===== config.mk =====
export PLATFORM = sky130hd
export DESIGN_NAME = riscv_test_monitor
export DESIGN_NICKNAME = d
export VERILOG_FILES = /design/src/rtl/riscv_tb_pkg.sv /design/src/rtl/wb_shadow_reg.sv /design/src/rtl/riscv_test_monitor.sv
export SDC_FILE = /design/constraint.sdc
export NUM_CORES = 1
export LEC_CHECK = 0
export BUFFER_PORTS_ARGS = -buffer_cell sky130_fd_sc_hd__buf_2
export CORE_ASPECT_RATIO = 0.75
export CORE_MARGIN = 1
export CORE_UTILIZATION = 40
export CTS_BUF_LIST = sky130_fd_sc_hd__clkbuf_8
export DETAILED_ROUTE_END_ITERATION = 10
export GPL_TIMING_DRIVEN = 0
export HOLD_SLACK_MARGIN = 0.12
export PLACE_DENSITY_LB_ADDON = 0.12
export SYNTH_ARGS = -nofsm -noshare
export SYNTH_HDL_FRONTEND = slang
export SYNTH_SLANG_ARGS = --single-unit

===== constraint.sdc =====
create_clock -name sys_clk_i -period 5.6 [get_ports sys_clk_i]
set_clock_uncertainty 0.15 [all_clocks]
set_input_delay 0 -clock sys_clk_i [delete_from_list [all_inputs] [get_ports sys_clk_i]]
set_output_delay 0 -clock sys_clk_i [all_outputs]
set_load 0.005 [all_outputs]

===== src/rtl/riscv_tb_pkg.sv =====
// Shared definitions for the riscv-tests pass/fail monitor: FSM states,
// default snooped register indices and the register-address width.
package riscv_tb_pkg;

    localparam int REG_ADDR_W         = 5;
    localparam int REG_GP             = 3;
    localparam int REG_DONE           = 26;
    localparam int REG_RESULT         = 27;
    localparam int DEFAULT_PASS_VALUE = 1;

    typedef enum logic [2:0] {
        ST_IDLE    = 3'd0,
        ST_RUN     = 3'd1,
        ST_SETTLE  = 3'd2,
        ST_DONE    = 3'd3,
        ST_TIMEOUT = 3'd4
    } mon_state_e;

    function automatic logic is_active(input mon_state_e s);
        return (s == ST_RUN) || (s == ST_SETTLE);
    endfunction

endpackage


===== src/rtl/wb_shadow_reg.sv =====
// Shadow copy of one architectural register, captured by snooping the
// register-file writeback port. Writes to x0 never match.
module wb_shadow_reg
    import riscv_tb_pkg::*;
#(
    parameter int IDX   = REG_DONE,
    parameter int WIDTH = 32
) (
    input  logic                  clk_i,
    input  logic                  rst_i,
    input  logic                  clr_i,
    input  logic                  cap_en_i,
    input  logic                  wb_en_i,
    input  logic [REG_ADDR_W-1:0] wb_addr_i,
    input  logic [WIDTH-1:0]      wb_data_i,
    output logic [WIDTH-1:0]      value_o
);

    localparam logic [REG_ADDR_W-1:0] IDX_ADDR = REG_ADDR_W'(IDX);

    logic [WIDTH-1:0] value_d;
    logic [WIDTH-1:0] value_q;
    logic             hit;

    assign hit = cap_en_i && wb_en_i && (wb_addr_i != '0) && (wb_addr_i == IDX_ADDR);

    always_comb begin
        // NOTE: the hold value is assigned first so no path through this block can infer a latch.
        value_d = value_q;
        if (clr_i) begin
            value_d = '0;
        end else if (hit) begin
            value_d = wb_data_i;
        end
    end

    always_ff @(posedge clk_i) begin
        // NOTE: reset is synchronous here, so rst_i only takes effect on a clock edge.
        if (rst_i) begin
            value_q <= '0;
        end else begin
            value_q <= value_d;
        end
    end

    assign value_o = value_q;

endmodule


===== src/rtl/riscv_test_monitor.sv =====
// Pass/fail/timeout monitor for riscv-tests programs: snoops the writeback
// port, waits a settle window after the done flag, then latches a verdict.
module riscv_test_monitor
    import riscv_tb_pkg::*;
#(
    parameter int XLEN           = 32,
    parameter int DONE_REG       = REG_DONE,
    parameter int RESULT_REG     = REG_RESULT,
    parameter int TESTNUM_REG    = REG_GP,
    parameter int PASS_VALUE     = DEFAULT_PASS_VALUE,
    parameter int SETTLE_CYCLES  = 20,
    parameter int TIMEOUT_CYCLES = 100000,
    parameter int CNT_W          = 32
) (
    input  logic                  sys_clk_i,
    input  logic                  rst_i,
    input  logic                  start_i,
    input  logic                  clear_i,
    input  logic                  wb_en_i,
    input  logic [REG_ADDR_W-1:0] wb_addr_i,
    input  logic [XLEN-1:0]       wb_data_i,
    output logic                  busy_o,
    output logic                  done_o,
    output logic                  pass_o,
    output logic                  fail_o,
    output logic                  timeout_o,
    output logic [XLEN-1:0]       fail_testnum_o,
    output logic [CNT_W-1:0]      cycle_count_o
);

    localparam int                SETTLE_W     = (SETTLE_CYCLES < 1) ? 1 : $clog2(SETTLE_CYCLES + 1);
    localparam logic [SETTLE_W-1:0] SETTLE_LAST = SETTLE_W'(SETTLE_CYCLES);
    localparam logic [CNT_W-1:0]  TIMEOUT_LAST = CNT_W'(TIMEOUT_CYCLES - 1);
    localparam logic              TIMEOUT_EN   = (TIMEOUT_CYCLES != 0);
    localparam logic [CNT_W-1:0]  CNT_MAX      = '1;
    localparam logic [XLEN-1:0]   PASS_WORD    = XLEN'(PASS_VALUE);

    mon_state_e           state_d, state_q;
    logic [SETTLE_W-1:0]  settle_d, settle_q;
    logic [CNT_W-1:0]     cycle_d, cycle_q;
    logic                 busy_d, busy_q;
    logic                 done_d, done_q;
    logic                 pass_d, pass_q;
    logic                 fail_d, fail_q;
    logic                 timeout_d, timeout_q;
    logic [XLEN-1:0]      testnum_d, testnum_q;

    logic                 shadow_clr;
    logic                 cap_en;
    logic [XLEN-1:0]      done_shadow;
    logic [XLEN-1:0]      result_shadow;
    logic [XLEN-1:0]      testnum_shadow;

    assign cap_en = (state_q != ST_IDLE);

    wb_shadow_reg #(.IDX(DONE_REG), .WIDTH(XLEN)) u_done_shadow (
        .clk_i     (sys_clk_i),
        .rst_i     (rst_i),
        .clr_i     (shadow_clr),
        .cap_en_i  (cap_en),
        .wb_en_i   (wb_en_i),
        .wb_addr_i (wb_addr_i),
        .wb_data_i (wb_data_i),
        .value_o   (done_shadow)
    );

    wb_shadow_reg #(.IDX(RESULT_REG), .WIDTH(XLEN)) u_result_shadow (
        .clk_i     (sys_clk_i),
        .rst_i     (rst_i),
        .clr_i     (shadow_clr),
        .cap_en_i  (cap_en),
        .wb_en_i   (wb_en_i),
        .wb_addr_i (wb_addr_i),
        .wb_data_i (wb_data_i),
        .value_o   (result_shadow)
    );

    wb_shadow_reg #(.IDX(TESTNUM_REG), .WIDTH(XLEN)) u_testnum_shadow (
        .clk_i     (sys_clk_i),
        .rst_i     (rst_i),
        .clr_i     (shadow_clr),
        .cap_en_i  (cap_en),
        .wb_en_i   (wb_en_i),
        .wb_addr_i (wb_addr_i),
        .wb_data_i (wb_data_i),
        .value_o   (testnum_shadow)
    );

    always_comb begin
        state_d    = state_q;
        settle_d   = settle_q;
        cycle_d    = cycle_q;
        done_d     = done_q;
        pass_d     = pass_q;
        fail_d     = fail_q;
        timeout_d  = timeout_q;
        testnum_d  = testnum_q;
        shadow_clr = 1'b0;

        if (clear_i) begin
            state_d    = ST_IDLE;
            settle_d   = '0;
            cycle_d    = '0;
            done_d     = 1'b0;
            pass_d     = 1'b0;
            fail_d     = 1'b0;
            timeout_d  = 1'b0;
            testnum_d  = '0;
            shadow_clr = 1'b1;
        end else begin
            if (is_active(state_q) && (cycle_q != CNT_MAX)) begin
                cycle_d = cycle_q + CNT_W'(1);
            end

            case (state_q)
                ST_IDLE, ST_DONE, ST_TIMEOUT: begin
                    if (start_i) begin
                        state_d    = ST_RUN;
                        settle_d   = '0;
                        cycle_d    = '0;
                        done_d     = 1'b0;
                        pass_d     = 1'b0;
                        fail_d     = 1'b0;
                        timeout_d  = 1'b0;
                        testnum_d  = '0;
                        shadow_clr = 1'b1;
                    end
                end
                ST_RUN: begin
                    // The done flag is checked first so it beats a timeout landing on the same cycle.
                    if (done_shadow != '0) begin
                        state_d  = ST_SETTLE;
                        settle_d = '0;
                    end else if (TIMEOUT_EN && (cycle_q == TIMEOUT_LAST)) begin
                        state_d   = ST_TIMEOUT;
                        timeout_d = 1'b1;
                    end
                end
                ST_SETTLE: begin
                    if (settle_q == SETTLE_LAST) begin
                        state_d   = ST_DONE;
                        done_d    = 1'b1;
                        pass_d    = (result_shadow == PASS_WORD);
                        fail_d    = (result_shadow != PASS_WORD);
                        testnum_d = testnum_shadow;
                    end else begin
                        settle_d = settle_q + SETTLE_W'(1);
                    end
                end
                default: state_d = ST_IDLE;
            endcase
        end

        busy_d = is_active(state_d);
    end

    always_ff @(posedge sys_clk_i) begin
        // NOTE: non-blocking assignments so every flop samples the pre-edge values of the others.
        if (rst_i) begin
            state_q   <= ST_IDLE;
            settle_q  <= '0;
            cycle_q   <= '0;
            busy_q    <= 1'b0;
            done_q    <= 1'b0;
            pass_q    <= 1'b0;
            fail_q    <= 1'b0;
            timeout_q <= 1'b0;
            testnum_q <= '0;
        end else begin
            state_q   <= state_d;
            settle_q  <= settle_d;
            cycle_q   <= cycle_d;
            busy_q    <= busy_d;
            done_q    <= done_d;
            pass_q    <= pass_d;
            fail_q    <= fail_d;
            timeout_q <= timeout_d;
            testnum_q <= testnum_d;
        end
    end

    assign busy_o         = busy_q;
    assign done_o         = done_q;
    assign pass_o         = pass_q;
    assign fail_o         = fail_q;
    assign timeout_o      = timeout_q;
    assign fail_testnum_o = testnum_q;
    assign cycle_count_o  = cycle_q;

endmodule


==> After elaboration in Yosys (flattened, before gate mapping) <==
Cells that the tools add are included.
{ "totals": {"ff_bits": 173, "latch_bits": 0, "ram_bits": 0, "rom_bits": 0, "inputBits": 42, "out_inout_bits": 69, "wordCells": 84, "memories": 0} }
{ "classes": {"add_sub_neg": 2, "multipliers": 0, "div_mod_pow": 0, "magnitude_cmp": 0, "eq_ne": 20, "n_shift": 0, "n_mux": 29, "bitwise": 0, "reduce_logical": 21} }
{ "ops": {"columns": ["operator", "count"], "rows": [
  ["2-to-1 mux 32 bit", 5],
  ["case mux 32 bit (2 select lines)", 1],
  ["adder 32 x 1 -> 32 bit (second input constant)", 1],
  ["== test 32 x 1 -> 1 bit (second input constant)", 1],
  ["== test 32 x 17 -> 1 bit (second input constant)", 1],
  ["!= test 32 x 1 -> 1 bit (second input constant)", 1],
  ["!= test 32 bit (second input constant)", 1],
  ["nonzero test 32 bit", 1],
  ["== test 5 bit (second input constant)", 3],
  ["2-to-1 mux 3 bit", 5],
  ["2-to-1 mux 5 bit", 3],
  ["case mux 5 bit (3 select lines)", 1],
  ["== test 3 x 2 -> 1 bit (second input constant)", 3],
  ["2-to-1 mux 1 bit", 9],
  ["case mux 3 bit (3 select lines)", 1],
  ["case mux 1 bit (2 select lines)", 4],
  ["AND reduction 4 bit", 2],
  ["== test 3 x 1 -> 1 bit (second input constant)", 2],
  ["logical AND 1 bit", 6],
  ["!= test 2 x 1 -> 1 bit (second input constant)", 3],
  ["!= test 2 bit (second input constant)", 3],
  ["nonzero test 3 bit", 2],
  ["adder 5 x 1 -> 5 bit (second input constant)", 1],
  ["== test 5 x 2 -> 1 bit (second input constant)", 1],
  ["8 further kinds", 11]
]} }

==> Longest topological paths before layout <==
Gate-level depths: netlist of the first run.
{ "logic_depth": {"ltp_word": 7, "ltp_mapped": 9} }

==> Modules after synthesis <==
From an unflattened synthesis of the first run, not the netlist that was laid out.
{ "hier_totals": {"cells_unflattened": 915, "area_unflattened_um2": 7882.6} }
{ "by_module_without_submodules": {"columns": ["module", "n_inst", "cells_each", "area_per_inst_um2", "seq_area_each_um2"], "rows": [
  ["riscv_test_monitor", 1, 468, 3673.5, 1541.5],
  ["wb_shadow_reg (u_testnum_shadow)", 1, 149, 1406.3, 640.6],
  ["wb_shadow_reg (u_done_shadow)", 1, 149, 1402.6, 640.6],
  ["wb_shadow_reg (u_result_shadow)", 1, 149, 1400.1, 640.6]
]} }

==> Worst setup path before layout of the first run <==
OpenSTA, ideal clock, no wires.
{ "synth_timing": {"path_kind": "reg2reg", "from": "reg cycle_q[2], in the netlist cycle_count_o[2]", "to": "reg cycle_q[2], in the netlist cycle_count_o[2]", "t_arrival_ns": 1.724, "required_ns": 5.322, "setup_slack_ns": 3.598, "stages_incl_launch_ff": 10, "synth_period_minus_slack_ns": 2.002, "path_cell_list": "dfxtp_1 -> and3_1 -> clkbuf_1 -> and3_1 -> nand4b_2 -> buf_6 -> buf_6 -> o211ai_1 -> xor2_1 -> nor2_1"} }
{ "synth_between": {"elab_chain_cells": 5, "word_cells_on_any_way": 6} }
{ "synth_lines": {"columns": ["element", "line_no", "rtl"], "rows": [
  ["start, declared", "riscv_test_monitor.sv:40", "logic [CNT_W-1:0] cycle_d, cycle_q;"],
  ["start signal, assigned", "riscv_test_monitor.sv:172", "cycle_q <= cycle_d;"],
  ["branches (longest 2 deep; another with adder 32 x 1 -> 32 bit)", null, null],
  ["2-to-1 mux 32 bit (*)", "riscv_test_monitor.sv:111", "if (is_active(state_q) && (cycle_q != CNT_MAX)) begin"],
  ["2-to-1 mux 32 bit", "riscv_test_monitor.sv:117", "if (start_i) begin"],
  ["2-to-1 mux 32 bit (*)", "riscv_test_monitor.sv:115", "case (state_q)"]
]} }
Mark *: on every way between the ends.
A chain may end at the register's enable or synchronous reset.

==> Worst setup path in the final report of the first run <==
{ "layout_timing": {"from": "reg state_q[2]", "to": "reg u_result_shadow.value_q[13], in the netlist u_result_shadow.value_o[13]"} }
{ "layout_between": {"elab_chain_cells": 5, "word_cells_on_any_way": 11} }
{ "layout_lines": {"columns": ["element", "line_no", "rtl"], "rows": [
  ["start, declared", "riscv_test_monitor.sv:38", "mon_state_e state_d, state_q;"],
  ["start signal, assigned", "riscv_test_monitor.sv:170", "state_q <= state_d;"],
  ["== test 3 x 2 -> 1 bit (tied with other cells)", "riscv_test_monitor.sv:115", null],
  ["OR reduction 3 bit", "riscv_test_monitor.sv:115", null],
  ["2-to-1 mux 1 bit", "riscv_test_monitor.sv:115", null],
  ["2-to-1 mux 1 bit", "riscv_test_monitor.sv:100", "if (clear_i) begin"],
  ["OR reduction 2 bit (no source line)", null, null],
  ["end signal, assigned", "wb_shadow_reg.sv:42", "value_q <= value_d;"],
  ["end, declared", "wb_shadow_reg.sv:22", "logic [WIDTH-1:0] value_q;"]
]} }
Parallel ways exist; a longest one is shown, timed or not.

==> metrics.md, run 1 <==
| Metric | Value |
|---|---|
| Share of Yosys cell area claimed by the top area cell type | `0.493` |
| DR vias | `6483` |
| Final hold vios | `0` |
| Initial antenna violation count | `0` |
| Clock latency at the later pin of the worst-skew pair | `460 ps` |
| Detailed-placement wirelength estimate | `14700 µm` |
| Syn Area/Cell | `8.01 µm²` |
| Largest net degree at the start of global routing | `17` |
| Hold WC Path Type | `primary input to register` |
| Post-synthesis cell type count | `57` |
| Final Slew Violations | `0` |
| Initial DRC count | `535` |
| Top layer in use | `met4` |
| Number of buffers created by CTS | `17` |
| Ant. Diodes | `0` |
| Ys Warns | `0` |
| RSZ-0062 raised after global routing | `no` |
| Die Y | `117 µm` |
| Starting Density | `0.414` |
| PwrDens | `247 nW/µm²` |
| Core Util, Final | `0.514` |
| WL met3 | `1500 µm` |
| Worst-margin pin slew | `670 ps` |
| Rel. slew slack | `0.550` |
| First-pass GRT wire length | `31700 µm` |
| Static leakage | `3.14 nW` |
| Post-cts resize count | `0` |
| Root Buffer | `clkbuf_8` |
| Fillers | `1679` |
| Global router's overall resource usage | `0.228` |
| Share of cells above drive strength 1 | `0.164` |
| Commonest non-fill, non-tap cell in the layout | `nand2_1` |
| Port-buffer cells | `110` |
| CTS tree | `yes` |
| Final WS setup | `2000 ps` |
| Syn Nets | `923` |
| Total Routed Length | `20100 µm` |
| Final setup TNS | `0 ps` |
| Met1 wire length | `11100 µm` |
| Gate Count Post-Synth | `878` |
| DR WL/cell | `15.4 µm` |
| Synth Cell Area | `7030 µm²` |
| Commonest non-fill, non-tap cells in the layout | `nand2_1 (247), dfxtp_1 (173), a21oi_1 (141), buf_2 (127), dlygate4sd3_1 (49)` |
| Area growth, synth to finish | `24.2%` |
| Worst hold path startpoint | `wb_data_i[31]` |
| Setup crit start | `state_q[2]` |
| Crit path time final | `3600 ps` |
| Post-synth EDFFs | `0` |
| Post-synth top area cell | `dfxtp_1` |
| Grt total ovfl | `0` |
| Drt via density | `4.98` |
| Clk sinks | `173` |
| Clock Path Buffers | `2` |
| Critical path class | `register to register` |
| Startpoint Class | `register` |
| Drt drc | `0` |
| Ys flop type | `dfxtp_1` |
| Ports | `111` |
| Die Width | `155 µm` |
| #FFs+latches synth | `173` |
| Max cap viols | `0` |
| Flop2flop setup slack | `2000 ps` |
| Async SR Flop Fraction | `0` |
| Setup-failing EPs final | `0` |
| Hold WS | `204 ps` |
| Total power | `2.16 mW` |
| CTS H-tree lvls | `4` |
| Max Fclk | `278 MHz` |
| Post-route antenna net violation count | `0` |
| Die footprint | `18100 µm²` |
| Fin nets | `1101` |
| Max VDD drop | `0.000126 V` |
| FF-to-FF Start | `state_q[2]` |
| Post-CTS Setup Repair Bufs | `0` |
| Initial DRT Pass Iterations | `6` |
| Top cells by area, synth | `dfxtp_1 (49%), nand2_1 (13%), a21oi_1 (10%)` |
| Row cnt | `41` |
| Crit share post-route | `0.643` |
| Met2 routed WL | `7350 µm` |
| Crit path DAT | `3850 ps` |
| CTS clk-pin slew, worst paths | `80 ps` |
| Status | `finished clean` |
| Post-Place Setup Slack | `3050 ps` |
| Worst Path Required | `5850 ps` |
| Sequential fraction of the synthesis area | `0.493` |
| GPL Wtd Cong | `0.833` |
| Std-Cell Core Area | `17000 µm²` |
| Setup crit end kind | `register` |
| Vias in the first global route | `5751` |
| Worst-path fanout max | `9` |
[synthesized netlist by cell type (all sizes together), types with 3 or more instances]
| master | instances |
|---|---|
| nor4 | 23 |
| ha | 3 |
| and2 | 7 |
| and3 | 8 |
| o2111ai | 6 |
| nor4b | 3 |
| xor2 | 21 |
| xnor2 | 5 |
| and4 | 5 |
| nand3 | 47 |
| o21ai | 15 |
| clkbuf | 33 |
| o211ai | 9 |
| inv | 6 |
| nand4 | 14 |
| nand2 | 248 |
| or2 | 3 |
| nor2 | 46 |
| buf | 24 |
| a21oi | 141 |
| dfxtp | 173 |
| nor3 | 11 |
| or4 | 5 |
| or3 | 3 |
[worst paths after layout]
check        depth (start not counted)                           to
max                                 10  u_result_shadow.value_o[13]
min                                  4  u_result_shadow.value_o[31]
max reg2reg                         10  u_result_shadow.value_o[13]
min reg2reg                          2   u_result_shadow.value_o[0]
[critical path, cell delays in order, from the launching register on]
cell,delay (ps)
dfxtp_1,310
buf_2,220
nor3_1,130
nor3_2,290
dlygate4sd3_1,680
nand2_1,100
nor2_1,310
nand2_1,80
dlygate4sd3_1,560
a21oi_1,130
dlygate4sd3_1,570
[per-layer routing]
metal,track usage,vias up
li1,-,3362
met1,0.374,2911
met2,0.288,203
met3,0.0482,7
met4,0.0568,0
met5,0,-
[sequential cells by signal (all words and copies together), names as in the netlist]
| signal | flops |
|---|---|
| fail_testnum_o | 32 |
| u_done_shadow.value_o | 32 |
| u_result_shadow.value_o | 32 |
| settle_q | 5 |
| busy_o | 1 |
| fail_o | 1 |
| cycle_count_o | 32 |
| u_testnum_shadow.value_o | 32 |
| state_q | 3 |
| done_o | 1 |
| timeout_o | 1 |
| pass_o | 1 |
[repair_timing]
item,in CTS,in global routing
hold endpoints to repair,116,0
setup endpoints to repair,0,0
hold buffers,49,0
[cell families (layout without fill, tap and decap cells)]
| kind of cell | after synthesis | in the layout | share of synthesized area |
|---|---|---|---|
| adder cells (fa/ha/maj) | 3 | 3 | 0.00534 |
| AND/OR/NAND/NOR | 432 | 432 | 0.285 |
| multiplexers | 1 | 1 | 0.00142 |
| flip-flops | 173 | 173 | 0.493 |
| AO/OA/AOI/OAI | 180 | 180 | 0.141 |
| XOR/XNOR | 26 | 26 | 0.0335 |
| buffers and inverters | 63 | 252 | 0.0409 |
[power by group]
group | internal [mW] | switching (mW) | total (mW)
Clock | 0.388 | 0.436 | 0.824
Combinational | 0.0401 | 0.0633 | 0.103
Sequential | 1.23 | 0.000923 | 1.23
[layout make-up]
| class | instances | area [µm²] | share of cell area |
|---|---|---|---|
| Buffer | 57 | 265 | 0.0304 |
| Clock buffer | 21 | 289 | 0.0331 |
| Sequential cell | 173 | 3460 | 0.397 |
| Inverter | 6 | 22.5 | 0.00258 |
| Multi-Input combinational cell | 642 | 3280 | 0.376 |
| Clock inverter | 9 | 72.6 | 0.00831 |
| Timing Repair Buffer | 159 | 1040 | 0.119 |
| Tap cell | 236 | 295 | 0.0338 |
[per-stage QoR]
step	std cells	cell area [µm²]
finish	1303	8730
detailed placement	1224	7880
global placement	1224	7880
CTS	1303	8730
global route	1303	8730
floorplan	878	7030
Note: power is estimated with default switching activity, not from simulation.
==> run 2: changes to the inputs <==
==> constraint.sdc (replaced) <==
create_clock -name sys_clk_i -period 3.5 [get_ports sys_clk_i]
set_clock_uncertainty 0.15 [all_clocks]
set_input_delay 0 -clock sys_clk_i [delete_from_list [all_inputs] [get_ports sys_clk_i]]
set_output_delay 0 -clock sys_clk_i [all_outputs]
set_load 0.005 [all_outputs]
==> run 2 against run 1 <==
Die area did not move. Sequential power rose by 60%. Largest cell class unchanged. Cell count barely moved. Worst hold slack barely moved. Highest routed layer unchanged. Clock power rose by 60%.
==> metrics.md, run 2 (synthesis gave the netlist of run 1 again) <==
| Metric | Value |
|---|---|
| Crit path DAT | `3380 ps` |
| Clock Path Buffers | `2` |
| Share of cells above drive strength 1 | `0.164` |
| CTS clk-pin slew, worst paths | `80 ps` |
| Ant. Diodes | `0` |
| DP Area | `7880 µm²` |
| Max cap viols | `0` |
| Psw | `0.803 mW` |
| Drt via density | `4.99` |
| DR vias | `6506` |
| Clk sinks | `173` |
| Drt drc | `0` |
| Critical path class | `primary input to register` |
| PwrDens | `396 nW/µm²` |
| Ports | `111` |
| Fillers | `1677` |
| Die footprint | `18100 µm²` |
| Port-buffer cells | `110` |
| RSZ-0062 raised after global routing | `no` |
| Row cnt | `41` |
| Area of the multi-input gates | `3280 µm²` |
| Sequential share of power | `0.570` |
| Commonest non-fill, non-tap cells in the layout | `nand2_1 (247), dfxtp_1 (173), a21oi_1 (141), buf_2 (127), dlygate4sd3_1 (50)` |
| Worst-margin pin slew | `683 ps` |
| Die Width | `155 µm` |
| Setup crit end kind | `register` |
| Final Slew Violations | `0` |
| Hold WC Path Type | `primary input to register` |
| Total Routed Length | `20000 µm` |
| Rel. slew slack | `0.544` |
| Top layer in use | `met4` |
| Commonest non-fill, non-tap cell in the layout | `nand2_1` |
| Largest net degree at the start of global routing | `17` |
| Register Area | `3460 µm²` |
| Number of buffers created by CTS | `17` |
| GPL Wtd Cong | `0.833` |
| Root Buffer | `clkbuf_8` |
| Initial antenna violation count | `0` |
| Met1 wire length | `11300 µm` |
| CTS H-tree lvls | `4` |
| Cell internal pwr | `2.65 mW` |
| Clock power frac | `0.382` |
| Area growth, synth to finish | `24.3%` |
| DR WL/cell | `15.4 µm` |
| Met2 routed WL | `7290 µm` |
| Crit share post-route | `0.895` |
| WL met3 | `1340 µm` |
| Final setup TNS | `0 ps` |
| Global router's overall resource usage | `0.228` |
| Status | `finished clean` |
| Post-route antenna net violation count | `0` |
| Detailed-placement wirelength estimate | `14700 µm` |
| Comb pwr share | `0.049` |
| CTS tree | `yes` |
| Worst Path Required | `3740 ps` |
| Max VDD drop | `0.000203 V` |
| Initial DRC count | `520` |
| Vias in the first global route | `5759` |
| Worst-path fanout max | `5` |
| Final hold vios | `0` |
| Setup-failing EPs final | `0` |
| Std-Cell Core Area | `17000 µm²` |
| Max Fclk | `319 MHz` |
| Net Sw Frac | `0.232` |
| First-pass GRT wire length | `31700 µm` |
| Initial DRT Pass Iterations | `5` |
| Static leakage | `3.14 nW` |
| Clock latency at the later pin of the worst-skew pair | `460 ps` |
| Fin nets | `1102` |
| Startpoint Class | `primary input` |
| Crit path time final | `3130 ps` |
| Design area | `8740 µm²` |
| Starting Density | `0.414` |
| Grt total ovfl | `0` |
| Die Y | `117 µm` |
| Post-CTS Setup Repair Bufs | `0` |
-- run 2: changes by cell type in the layout (fill, tap and decap cells not counted) --
cell / before / now
dlygate4sd3_1: 49 / 50
-- run 2: worst paths after layout --
check	from	endpoint	slack, ps	cells past startpoint
max	wb_en_i	u_result_shadow.value_o[13]	370	11
min	wb_data_i[31]	u_result_shadow.value_o[31]	200	4
min reg2reg	u_result_shadow.value_o[0]	u_result_shadow.value_o[0]	310	2
max reg2reg	state_q[2]	u_result_shadow.value_o[13]	430	9
-- run 2: stage by stage --
step	std cells	hold WS (ps)	total power [mW]	utilization	setup WS [ps]
final	1304	204	3.46	0.515	367
after floorplan	878	-66.8	2.07	-	1500
after global placement	1224	58.8	2.15	0.464	957
after detailed placement	1224	59.5	2.14	0.464	947
after CTS	1304	179	3.48	0.515	399
after global routing	1304	204	3.58	0.515	173
-- run 2: layout make-up --
type | instances | area share
Buffer | 57 | 0.0304
Clock buffer | 21 | 0.0331
Clock inverter | 9 | 0.00830
Inverter | 6 | 0.00258
Multi-Input combinational cell | 642 | 0.375
Sequential cell | 173 | 0.396
Tap cell | 236 | 0.0338
Timing Repair Buffer | 160 | 0.120
-- run 2: timing repair --
| item | CTS | global route |
|---|---|---|
| hold buffers | 50 | 0 |
| gates resized for setup | 0 | 0 |
| endpoints found under the hold margin | 116 | 0 |
-- run 2: worst max-delay path: stages --
cell and delay [ps]:
dlygate4sd3_1 530, buf_2 100, nand2_1 40, dlygate4sd3_1 580, nor3_2 330, nand2_1 140, nor2_1 330, nand2_1 80
dlygate4sd3_1 560, a21oi_1 120, dlygate4sd3_1 560
-- run 2: power by group through the flow --
stage,clock (mW),sequential [mW],combinational [mW]
finish,1.32,1.97,0.168
global route,1.43,1.97,0.181
CTS,1.35,1.97,0.165
detailed placement,0,2.02,0.128
global placement,0,2.02,0.130
floorplan,0,2.02,0.0557
-- run 2: per-layer routing --
layer	GRT usage	up-vias
li1	-	3356
met1	0.374	2941
met2	0.289	199
met3	0.0482	10
met4	0.0568	0
met5	0	-
==> run 3: changes to the inputs <==
--- a/config.mk
+++ b/config.mk
@@ -7,7 +7,7 @@
 export LEC_CHECK = 0
 export BUFFER_PORTS_ARGS = -buffer_cell sky130_fd_sc_hd__buf_2
 export CORE_ASPECT_RATIO = 0.75
-export CORE_MARGIN = 1
+export CORE_MARGIN = 5
 export CORE_UTILIZATION = 40
 export CTS_BUF_LIST = sky130_fd_sc_hd__clkbuf_8
 export DETAILED_ROUTE_END_ITERATION = 10
==> run 3 against run 2 <==
Clock power increased by 7%. Count of clock-buffer cells in the layout down 1. Critical path depth shrank 2. Largest power group unchanged. Highest routed layer unchanged.
==> metrics.md, run 3 (synthesis gave the netlist of run 1 again) <==
| Metric | Value |
|---|---|
| Area growth, synth to finish | `26.4%` |
| Die Width | `163 µm` |
| Starting Density | `0.403` |
| Design area | `8890 µm²` |
| Reg2reg end | `busy_o` |
| Row cnt | `42` |
| Initial antenna violation count | `0` |
| Drt via density | `5.05` |
| Most common cell on crit path | `dlygate4sd3_1` |
| Worst Path Required | `3760 ps` |
| Status | `finished clean` |
| Final hold vios | `0` |
| FF-to-FF Start | `u_done_shadow.value_o[31]` |
| Static leakage | `3.17 nW` |
| DR vias | `6668` |
| Max cap viols | `0` |
| Commonest non-fill, non-tap cells in the layout | `nand2_1 (247), dfxtp_1 (173), a21oi_1 (140), buf_2 (127), dlygate4sd3_1 (58)` |
| Clock Path Buffers | `2` |
| DR WL/cell | `15.8 µm` |
| Max incr delay on CP | `590 ps` |
| Final WS setup | `174 ps` |
| Commonest non-fill, non-tap cell in the layout | `nand2_1` |
| Rel. slew slack | `0.589` |
| Crit share post-route | `0.950` |
| Cells along the critical path | `nor4_1, nand4_1, o21ai_1, a211oi_1, dlygate4sd3_1, nor3_1, dlygate4sd3_1, a21o_1, dlygate4sd3_1` |
| Post-route antenna net violation count | `0` |
| Ant. Diodes | `0` |
| Flop2flop setup slack | `170 ps` |
| Max Fclk | `301 MHz` |
| GPL Wtd Cong | `0.813` |
| Share of cells above drive strength 1 | `0.170` |
| Clock latency at the later pin of the worst-skew pair | `460 ps` |
| CTS H-tree lvls | `4` |
| CTS tree | `yes` |
| Crit path time final | `3330 ps` |
| Drt drc | `0` |
| R2R depth | `9` |
| Ports | `111` |
| DP Area | `7880 µm²` |
| Startpoint Class | `register` |
| Setup crit end kind | `register` |
| Die Y | `125 µm` |
| Die footprint | `20400 µm²` |
| Fin nets | `1111` |
| Root Buffer | `clkbuf_8` |
| Max VDD drop | `0.000198 V` |
| Hold Path End | `u_result_shadow.value_o[11]` |
| Final Slew Violations | `0` |
| Initial DRC count | `467` |
| Initial DRT Pass Iterations | `5` |
| Total Routed Length | `20800 µm` |
| Slowest stage cell, crit path | `dlygate4sd3_1` |
| Detailed-placement wirelength estimate | `14800 µm` |
| Grt total ovfl | `0` |
| Vias in the first global route | `6157` |
| Critical path class | `register to register` |
| PwrDens | `399 nW/µm²` |
| Setup-failing EPs final | `0` |
| Final setup TNS | `0 ps` |
| Post-Place Setup Slack | `939 ps` |
| First-pass GRT wire length | `33300 µm` |
| Port-buffer cells | `110` |
| Clk sinks | `173` |
| Hold path cells | `8` |
| Largest net degree at the start of global routing | `17` |
| Hold WC Path Type | `primary input to register` |
| Worst-path fanout max | `3` |
| Std-Cell Core Area | `17400 µm²` |
| Number of buffers created by CTS | `17` |
| Crit path DAT | `3580 ps` |
| Global router's overall resource usage | `0.204` |
| Worst hold path startpoint | `wb_en_i` |
| CTS clk-pin slew, worst paths | `90 ps` |
| Worst-margin pin slew | `616 ps` |
run 3: cell count changes in the layout (fill, tap and decap cells not counted), moves of 2 or more:
cell           delta
nor4_1            -2
inv_1             -2
clkinvlp_4        +2
dlygate4sd3_1     +8
nor4_2            +2
run 3: worst max path at each step:
stage                              start                 to  slack [ps]  cells after the start
6_report       u_done_shadow.value_o[31]             busy_o         170                      9
5_1_grt        u_done_shadow.value_o[31]             busy_o          -6                      9
4_1_cts         u_done_shadow.value_o[3]             busy_o          50                      9
3_5_place_dp                  state_q[2]  cycle_count_o[21]         940                      9
3_3_place_gp                  state_q[2]  cycle_count_o[25]         980                      9
2_1_floorplan           cycle_count_o[2]   cycle_count_o[2]        1500                      9
run 3: worst max-delay path: cells and delay by family, from the launching register on:
kind | cells | cell delay, ps
AO/OA/AOI/OAI | 3 | 390
buffers and inverters | 3 | 1680
flip-flops | 1 | 320
AND/OR/NAND/NOR | 3 | 730
run 3: layout make-up:
class | instances | area, µm²
Clock buffer | 20 | 275
Buffer | 57 | 265
Tap cell | 242 | 303
Inverter | 6 | 22.5
Fill cell | 1773 | 8560
Multi-Input combinational cell | 642 | 3300
Sequential cell | 173 | 3460
Clock inverter | 11 | 119
Timing Repair Buffer | 169 | 1140
run 3: power by group:
part           switching, mW  internal (mW)  total, mW
Clock                  0.728          0.682       1.41
Combinational          0.103         0.0661      0.169
Sequential           0.00158           1.97       1.97
Total                  0.832           2.72       3.55
run 3: routing by layer:
layer	global-route usage	up-vias	wire, µm
li1	-	3378	-
met4	0.0513	0	243
met2	0.280	209	8480
met1	0.322	3054	10800
met3	0.0427	27	1340
met5	0	-	0
run 3: stage by stage:
step / cells / power, mW / hold slack, ps / util
2_1_floorplan: 878 / 2.07 / -66.8 / -
3_3_place_gp: 1230 / 2.14 / 59.1 / 0.452
3_5_place_dp: 1230 / 2.14 / 59.3 / 0.452
4_1_cts: 1319 / 3.57 / 189 / 0.508
5_1_grt: 1320 / 3.68 / 206 / 0.509
6_report: 1320 / 3.55 / 203 / 0.509
run 3: repair_timing:
action                                 in CTS  in global routing
buffers inserted                            0                  1
hold buffers                               58                  0
resized for setup                           0                  5
setup endpoints to repair                   0                  5
endpoints found under the hold margin     116                  0
